`src/rtl/wx_sched_pkg.sv`:
```
// Shared types and defaults for the W(x) round-robin scheduler.
// wx_ref is the reference polynomial x^3 + 2x^2 + x + 1 at full 48-bit width.
package wx_sched_pkg;

  localparam int WX_NUM_CH  = 4;
  localparam int WX_DATA_W  = 16;
  localparam int WX_RES_W   = 48;
  localparam int WX_TIMEOUT = 63;

  typedef enum logic [1:0] {
    IDLE   = 2'd0,
    ISSUE  = 2'd1,
    WAIT   = 2'd2,
    RETURN = 2'd3
  } wx_state_t;

  function automatic logic [47:0] wx_ref(input logic [15:0] x);
    logic [47:0] xx;
    xx = {32'd0, x};
    return (xx * xx * xx) + (48'd2 * xx * xx) + xx + 48'd1;
  endfunction

endpackage

```
`src/rtl/wx_rr_pick.sv`:
```
// Combinational round-robin pick: first set bit of valid, searching from ptr
// upward with wrap-around modulo NUM_CH.
module wx_rr_pick #(
  parameter int NUM_CH = 4,
  parameter int ID_W   = 2
) (
  input  logic [NUM_CH-1:0] valid,
  input  logic [ID_W-1:0]   ptr,
  output logic              found,
  output logic [ID_W-1:0]   winner
);

  logic [ID_W:0]   cand_sum [NUM_CH];
  logic [ID_W-1:0] cand     [NUM_CH];

  // cand[k] is the channel at search offset k; ptr < NUM_CH so one subtract suffices.
  for (genvar gi = 0; gi < NUM_CH; gi++) begin : g_cand
    assign cand_sum[gi] = {1'b0, ptr} + (ID_W+1)'(gi);
    assign cand[gi] = (cand_sum[gi] >= (ID_W+1)'(NUM_CH))
                    ? ID_W'(cand_sum[gi] - (ID_W+1)'(NUM_CH))
                    : cand_sum[gi][ID_W-1:0];
  end

  // Walk from the farthest offset down so the nearest valid channel wins.
  always_comb begin
    found  = 1'b0;
    winner = ptr;
    for (int k = NUM_CH - 1; k >= 0; k--) begin
      if (valid[cand[k]]) begin
        found  = 1'b1;
        winner = cand[k];
      end
    end
  end

endmodule

```
`src/rtl/wx_rr_scheduler.sv`:
```
// Shares one sequential W(x) evaluator among NUM_CH AXI-stream requesters,
// one transaction in flight, with a watchdog on the evaluator response.
module wx_rr_scheduler
  import wx_sched_pkg::*;
#(
  parameter int NUM_CH  = WX_NUM_CH,
  parameter int DATA_W  = WX_DATA_W,
  parameter int RES_W   = WX_RES_W,
  parameter int TIMEOUT = WX_TIMEOUT,
  localparam int ID_W   = (NUM_CH > 1) ? $clog2(NUM_CH) : 1
) (
  input  logic                      in_clock,
  input  logic                      in_reset_n,
  input  logic [NUM_CH*DATA_W-1:0]  s_tdata,
  input  logic [NUM_CH-1:0]         s_tvalid,
  output logic [NUM_CH-1:0]         s_tready,
  output logic [NUM_CH*RES_W-1:0]   m_tdata,
  output logic [NUM_CH-1:0]         m_tvalid,
  input  logic [NUM_CH-1:0]         m_tready,
  output logic [DATA_W-1:0]         ev_s_tdata,
  output logic                      ev_s_tvalid,
  input  logic                      ev_s_tready,
  input  logic [RES_W-1:0]          ev_m_tdata,
  input  logic                      ev_m_tvalid,
  output logic                      ev_m_tready,
  output logic [ID_W-1:0]           grant_id,
  output logic                      busy,
  output logic                      timeout_err
);

  localparam int WD_W = $clog2(TIMEOUT + 1);

  wx_state_t         state;
  logic [ID_W-1:0]   ptr;
  logic [DATA_W-1:0] x_reg;
  logic [RES_W-1:0]  res_reg;
  logic [WD_W-1:0]   wd_cnt;

  logic              found;
  logic [ID_W-1:0]   winner;
  logic              wd_expired;
  logic [DATA_W-1:0] lane_data [NUM_CH];

  wx_rr_pick #(
    .NUM_CH (NUM_CH),
    .ID_W   (ID_W)
  ) u_pick (
    .valid  (s_tvalid),
    .ptr    (ptr),
    .found  (found),
    .winner (winner)
  );

  for (genvar gi = 0; gi < NUM_CH; gi++) begin : g_lane
    assign lane_data[gi]                 = s_tdata[gi*DATA_W +: DATA_W];
    assign s_tready[gi]                  = (state == IDLE) && found && (winner == ID_W'(gi));
    assign m_tvalid[gi]                  = (state == RETURN) && (grant_id == ID_W'(gi));
    assign m_tdata[gi*RES_W +: RES_W]    = res_reg;
  end

  assign wd_expired  = (wd_cnt == WD_W'(TIMEOUT));
  assign ev_s_tvalid = (state == ISSUE);
  assign ev_s_tdata  = x_reg;
  assign ev_m_tready = (state == WAIT);
  assign busy        = (state != IDLE);
  // A result arriving on the expiry cycle takes precedence over the abort.
  assign timeout_err = (state == WAIT) && !ev_m_tvalid && wd_expired;

  always_ff @(posedge in_clock or negedge in_reset_n) begin
    if (!in_reset_n) begin
      state    <= IDLE;
      ptr      <= '0;
      grant_id <= '0;
      x_reg    <= '0;
      res_reg  <= '0;
      wd_cnt   <= '0;
    end else begin
      case (state)
        IDLE: begin
          if (found) begin
            x_reg    <= lane_data[winner];
            grant_id <= winner;
            ptr      <= (winner == ID_W'(NUM_CH - 1)) ? '0 : winner + ID_W'(1);
            state    <= ISSUE;
          end
        end
        ISSUE: begin
          if (ev_s_tready) begin
            wd_cnt <= '0;
            state  <= WAIT;
          end
        end
        WAIT: begin
          if (ev_m_tvalid) begin
            res_reg <= ev_m_tdata;
            state   <= RETURN;
          end else if (wd_expired) begin
            state <= IDLE;
          end else begin
            wd_cnt <= wd_cnt + WD_W'(1);
          end
        end
        RETURN: begin
          if (m_tready[grant_id]) begin
            state <= IDLE;
          end
        end
        default: state <= IDLE;
      endcase
    end
  end

endmodule

```
`config.mk`:
```
export PLATFORM = sky130hd
export DESIGN_NAME = wx_rr_scheduler
export DESIGN_NICKNAME = d
export VERILOG_FILES = /design/src/rtl/wx_sched_pkg.sv /design/src/rtl/wx_rr_pick.sv /design/src/rtl/wx_rr_scheduler.sv
export SDC_FILE = /design/constraint.sdc
export NUM_CORES = 1
export LEC_CHECK = 0
export ABC_CLOCK_PERIOD_IN_PS = 2600
export CAP_MARGIN = 20
export CORE_AREA = 4 4 133 135
export CTS_CLUSTER_DIAMETER = 30
export DETAILED_ROUTE_END_ITERATION = 10
export DIE_AREA = 0 0 137 139
export PLACE_DENSITY_LB_ADDON = 0.05
export RECOVER_POWER = 25
export SKIP_LAST_GASP = 1
export SYNTH_ARGS = -nofsm -noshare
export SYNTH_HDL_FRONTEND = slang
export SYNTH_SLANG_ARGS = --single-unit
```
`constraint.sdc`:
```
create_clock -name in_clock -period 2.6 [get_ports in_clock]
set_input_delay 0.26 -clock in_clock [delete_from_list [all_inputs] [get_ports in_clock]]
set_output_delay 0.26 -clock in_clock [all_outputs]
set_load 0.02 [all_outputs]
```
==> results.md, run 1 <==
- First-pass GRT wire length: ~24000 um
- Post-route insts no fill: 886
- CP peak stage delay: slightly below 0.5 ns
- DR iter-0 viols: 101
- Starting Density: between 20% and 30%
- Leakage power: between 3 and 4 nW
- FF-to-FF Start: state[1]
- Buf/Inv on CP: 2
- Sequence of cells on the critical path: clkdlybuf4s50_1, nor2b_1, o21a_1, or3_2, nor3_1, dlygate4sd2_1
- Yosys warning total: 0
- Setup ws final: 0.208 ns
- Worst Hold Class: in2reg
- Layout Nets: between 700 and 800
- Hold_ws: between 0.5 and 0.6 ns
- Largest area contributor in the netlist: dfrtp_1
- Reg2reg end: ev_s_tdata[0]
- Antenna viol nets, final: 0
- Skew-Pair Late Insertion Delay: about 0.34 ns
- Peak fanout along the critical path: 4
- CTS max path bufs: 2
- Die width: approximately 140 um
- RSZ-0062 raised after global routing: no
- N_diodes: 0
- Yosys reg bits: 76
- Worst-case hold path end point: res_reg[5]
- Setup violation total in the final timing report: 0
- Minimum clock period: approximately 2.4 ns
- CTS root buf: clkbuf_16
- Syn nets: roughly 570
- # clock sinks: 76
- Synth top area share: 39.7%
- Slew Viols, Final: 0
- Part of the Yosys area used for sequential elements: just under 40%
- Critical Path RT: roughly 2.3 ns
- Worst hold start: ev_m_tdata[5]
- Critical Path Sink Type: primary output
- Commonest non-fill, non-tap cell in the layout: clkdlybuf4s50_1
- Max Cap Violations: 0
- Gr usage total: 16.1%
- Final Hold Viols: 0
- Vias post-DR: 3902
- Dpl hpwl: approximately 12000 um
- Row count: 47
- Antenna violations before repair: 0
- Synth area leaders: dfrtp_1, buf_4, mux2_2
- I/O pin count: 346
- CP delay by family, top: simple AND/OR/NAND/NOR gates
- Worst-Margin Slew: 1.24 ns
- Post-synth ARST share: 100%
- Most frequent cells in the layout: clkdlybuf4s50_1, dfrtp_1, mux2_2
- Power, Total: about 11 mW
- Peak supply drop: between 0.0008 and 0.0009 V
- Remaining DRCs: 0
- Main synth FF type: dfrtp_1
- Avg Vias per Cell: 4.40
- CTS H-Tree Depth: 3
- Gate Count Post-Synth: around 450
- Layout Area Growth over Synthesis: 62.1%
- Total Wirelength: between 15000 and 20000 um
- Share of layout cells above drive strength 1: roughly 16%
- Register clock-pin slew on the reported worst setup and hold paths: 0.06 ns
- Pin count of the biggest net entering global routing: 77
- Post-synth EDFFs: 0
- Dpl ws: -0.104 ns
- Max_slew headroom: 17.6%
- Max reg flops: 48
- Fmax: ~0.42 GHz
- Mapped cell area: about 0.0048 sq mm
- Reg2reg path depth: 5
- Pwr Density: 1450 mW/mm^2
- Period utilization: slightly above 90%
- Area of the core: 0.0165 sq mm
- Mean Syn Cell Area: 10.7 sq um
- Hold Path Cell Cnt: 2
- Num CTS Buffers: 9
- Grt ovf: 0
- DRT Pass-1 Iters: 4
- Avg WL per Cell: between 15 and 20 um
- Status: finished clean
- Die area: between 0.015 and 0.02 sq mm
- Clock Skew: just under 0.008 ns
- Chip height: about 140 um
- Port bufs: approximately 350
- Slowest CP cell: or3_2
- Gpl congestion: about 0.78
- Startpoint Class: input pin
- Data arrival, critical path: 2.13 ns
- R2R Setup Slk: 0.34 ns
- CP Class: in2out
- Placed Instances: 870
- TritonCTS clock tree: yes
- Cell variety after synth: 40
- Vias in the first global route: roughly 4100
[kinds of logic after synthesis]
logic type / after synthesis / synth area share [%]
AOI/OAI and AO/OA: 48 / 8.66
DFF: 76 / 39.7
adders and majority gates: 1 / 0.261
buffers and inverters: 165 / 25.2
muxes: 66 / 15.3
and+or+nand+nor: 88 / 10.0
xor gates and xnor gates: 5 / 0.913
[layer usage]
metal  global-route usage [%]  vias up  part of all wire [%]
li1                         -     1825                     -
met1                     17.3     1844                    37
met2                     28.7      214                    51
met3                     6.06       19                    10
met4                     5.41        0                   2.0
met5                        0        -                     0
[report_power, final]
group | switching (mW) | total (mW) | internal (mW)
Clock | 0.496 | 1.28 | 0.789
Sequential | 0.708 | 2.47 | 1.76
Combinational | 3.75 | 7.50 | 3.76
[cells in the mapped netlist, types with 6 or more instances]
master,number
a211oi_1,23
a211oi_2,9
buf_4,145
clkbuf_1,8
dfrtp_1,76
mux2_2,48
mux2i_1,17
nand2_1,12
nor2_1,29
nor2b_1,6
nor4b_1,16
o21ai_0,6
[layout make-up]
| cell class | count | area (sq um) |
|---|---|---|
| Timing Repair Buffer | 365 | 3600 |
| Clock inverter | 4 | 48.8 |
| Fill cell | 1501 | 8690 |
| Inverter | 2 | 7.51 |
| Multi-Input combinational cell | 208 | 1690 |
| Clock buffer | 11 | 253 |
| Sequential cell | 76 | 1900 |
| Tap cell | 220 | 275 |
[metrics by stage]
step | util, % | TNS [ns] | instance area [sq um]
floorplan | - | 0 | 4800
global placement | 45.5 | -0.152 | 7490
detailed placement | 45.5 | -0.681 | 7490
CTS | 47.4 | 0 | 7800
global route | 47.2 | 0 | 7770
finish | 47.2 | 0 | 7770
[worst register-to-register path, cell delays in order (launching register included)]
cell      delay [ns]
dfrtp_1         0.48
or2_2           0.36
or2_2           0.34
buf_4           0.17
nor2_2          0.59
a211oi_1        0.17
[repair_timing]
item | in CTS | in global routing
endpoints found under the setup margin | 4 | 0
gates resized for setup | 4 | 0
hold buffers | 1 | 0
setup buffers | 0 | 0
hold endpoints to repair | 76 | 0
[worst max-delay path by stage]
stage / start / to / slack (ns) / depth (start not counted)
2_1_floorplan: ptr[0] / s_tready[3] / 0.41 / 7
3_3_place_gp: s_tvalid[2] / s_tready[3] / -0.12 / 6
3_5_place_dp: s_tvalid[2] / s_tready[3] / -0.10 / 6
4_1_cts: ptr[0] / s_tready[3] / 0.17 / 5
5_1_grt: s_tvalid[0] / s_tready[2] / 0.09 / 7
6_report: s_tvalid[2] / s_tready[3] / 0.21 / 6
No activity file was read; power rests on OpenSTA's default activity.
==> run 2: changes to the inputs <==
Settings changed: PLACE_DENSITY set to 0.65, PLACE_DENSITY_LB_ADDON 0.05 to unset.
==> run 2 against run 1 <==
  * Utilization rose by 0.39 points
  * Fmax up 1.3%
  * Sequential power hardly changed
  * Routed wire length rose by 1.4%
  * Flip-flop and latch count stayed put
  * Sequential share of layout area fell by 0.20 points
  * Critical endpoint is now timeout_err
==> results.md, run 2 (synthesis results as in run 1) <==
- Grt ovf: 0 (unchanged)
- CP peak stage delay: 0.62 ns (+0.13 ns)
- Critical Path RT: 2.34 ns (about the same)
- Antenna violations before repair: 0 (unchanged)
- Setup violation total in the final timing report: 0 (unchanged)
- Power, Total: 11.4 mW (+1.2%)
- CTS H-Tree Depth: 3 (unchanged)
- DR iter-0 viols: 108 (+6.9%)
- DRT Pass-1 Iters: 5 (+1)
- Fill cells: 1478 (-1.5%)
- Chip height: 139 um (unchanged)
- CTS root buf: clkbuf_16
- Die width: 137 um (unchanged)
- Commonest non-fill, non-tap cell in the layout: clkdlybuf4s50_1
- Leakage power: 3.15 nW (+2.2%)
- RSZ-0062 raised after global routing: no
- Starting Density: 29.1% (unchanged)
- Pin count of the biggest net entering global routing: 77 (unchanged)
- Worst hold start: ev_m_tdata[18]
- Row count: 47 (unchanged)
- Peak fanout along the critical path: 10 (+6)
- Max Cap Violations: 0 (unchanged)
- N_diodes: 0 (unchanged)
- Num CTS Buffers: 9 (unchanged)
- Worst-case hold path end point: res_reg[18]
- I/O pin count: 346 (unchanged)
- Avg WL per Cell: 17.9 um (+1.3%)
- Antenna viol nets, final: 0 (unchanged)
- Hold Path Cell Cnt: 2 (unchanged)
- Period utilization: 90.8% (-1.2 points)
- Vias post-DR: 3991 (+2.3%)
- Sequence of cells on the critical path: buf_4, or3b_2, nor2_1, clkdlybuf4s50_1
- Peak supply drop: 0.000903 V (+12%)
- Port bufs: 345 (unchanged)
- Minimum clock period: 2.36 ns (-0.0315 ns)
- R2R Setup Slk: 0.38 ns (+0.04 ns)
- Layout Nets: 787 (unchanged)
- Clock Skew: 0.00750 ns (-0.000198 ns)
- Startpoint Class: flop
- Slowest CP cell: clkdlybuf4s50_1
- Setup ws final: 0.239 ns (+0.0315 ns)
- Critical Path Sink Type: primary output
- Avg Vias per Cell: 4.50 (+2.2%)
- Fmax: 0.424 GHz (+1.3%)
- Reg2reg path depth: 5 (unchanged)
- TritonCTS clock tree: yes
- Remaining DRCs: 0 (unchanged)
- # clock sinks: 76 (unchanged)
- Area of the core: 0.0165 sq mm (unchanged)
- Max reg flops: 48 (unchanged)
- Dpl hpwl: 12800 um (+4.0%)
- Most frequent cells in the layout: clkdlybuf4s50_1, dfrtp_1, mux2_2
- Die area: 0.0190 sq mm (unchanged)
- CTS max path bufs: 2 (unchanged)
- Post-CTS setup buffer count: 0 (unchanged)
- Vias in the first global route: 4189 (+1.3%)
- Fin util: 47.6% (+0.39 points)
- Share of layout cells above drive strength 1: 16.2% (+0.13 points)
- Worst-Margin Slew: 1.20 ns (-0.0375 ns)
- Dpl ws: -0.140 ns (-0.0359 ns)
- Register clock-pin slew on the reported worst setup and hold paths: 0.06 ns (about the same)
- Slew Viols, Final: 0 (unchanged)
- Worst Hold Class: in2reg
- Total Wirelength: 15900 um (+1.4%)
- Final Hold Viols: 0 (unchanged)
- Gr usage total: 16.1% (-0.024 points)
- Status: finished clean
- FF-to-FF Start: state[1]
- Layout Area Growth over Synthesis: 63.4%
- Gpl congestion: 0.911 (+17%)
- Pwr Density: 1450 mW/mm^2 (+0.41%)
- CP Class: reg2out
- Reg2reg end: res_reg[15]
- First-pass GRT wire length: 23900 um (+0.81%)
- Max_slew headroom: 20.1% (+2.5 points)
- Skew-Pair Late Insertion Delay: 0.33 ns (about the same)
- Data arrival, critical path: 2.10 ns (-0.03 ns)
run 2: cell count changes in the layout (fill, tap and decap cells not counted), sizes merged:
cell / previous run / this run
inv: 2 / 3
dlygate4sd2: 4 / 0
clkinv: 3 / 0
clkbuf: 14 / 16
dlymetal6s2s: 0 / 4
buf: 17 / 18
run 2: layer usage:
layer  GRT usage, %  share of wire, %  vias to the layer above
li1               -                 -                     1841
met1           18.1                37                     1903
met2           27.8                51                      230
met3           6.24                10                       17
met4           5.04               1.4                        0
met5              0                 0                        -
run 2: critical path, delay by kind of cell, from the launching register on:
kind / cells / cell delay (ns)
buf+inv: 2 / 0.79
simple gates: 2 / 0.62
flops: 1 / 0.37
run 2: area by class of cell:
class,instances,area (sq um),area share (%)
clock buffer,14,284,3.62
clock inverter,2,38.8,0.495
inverter,2,7.51,0.0958
multi-input combinational,208,1710,21.8
sequential,76,1900,24.3
tap,220,275,3.51
timing repair buffer,365,3620,46.2
run 2: where the power goes:
group | total [mW] | switching [mW] | internal, mW | leakage, nW
clock | 1.32 | 0.473 | 0.852 | 0.160
combinational | 7.57 | 3.81 | 3.77 | 2.09
sequential | 2.50 | 0.738 | 1.76 | 0.902
run 2: what timing repair did:
| action | 4_1_cts | 5_1_grt |
|---|---|---|
| hold endpoints to repair | 0 | 37 |
| hold buffers | 0 | 1 |
| resized for setup | 0 | 6 |
| setup endpoints to repair | 4 | 4 |
run 2: worst max-delay path by stage:
stage / to / startpoint / cells past startpoint / slack, ns
floorplan: s_tready[3] / ptr[0] / 7 / 0.41
global placement: s_tready[3] / s_tvalid[0] / 6 / -0.06
detailed placement: s_tready[3] / s_tvalid[1] / 7 / -0.14
CTS: s_tready[3] / s_tvalid[1] / 7 / -0.14
global route: timeout_err / state[0] / 4 / 0.15
finish: timeout_err / state[0] / 4 / 0.24
run 2: stage by stage:
stage | TNS [ns] | cell area (sq um) | hold slack, ns | cells
CTS | -0.488 | 7800 | 0.121 | 885
global route | 0 | 7840 | 0.529 | 887
detailed placement | -0.450 | 7470 | 0.488 | 869
floorplan | 0 | 4800 | -0.0356 | 449
global placement | -0.0635 | 7470 | 0.474 | 869
finish | 0 | 7840 | 0.537 | 887
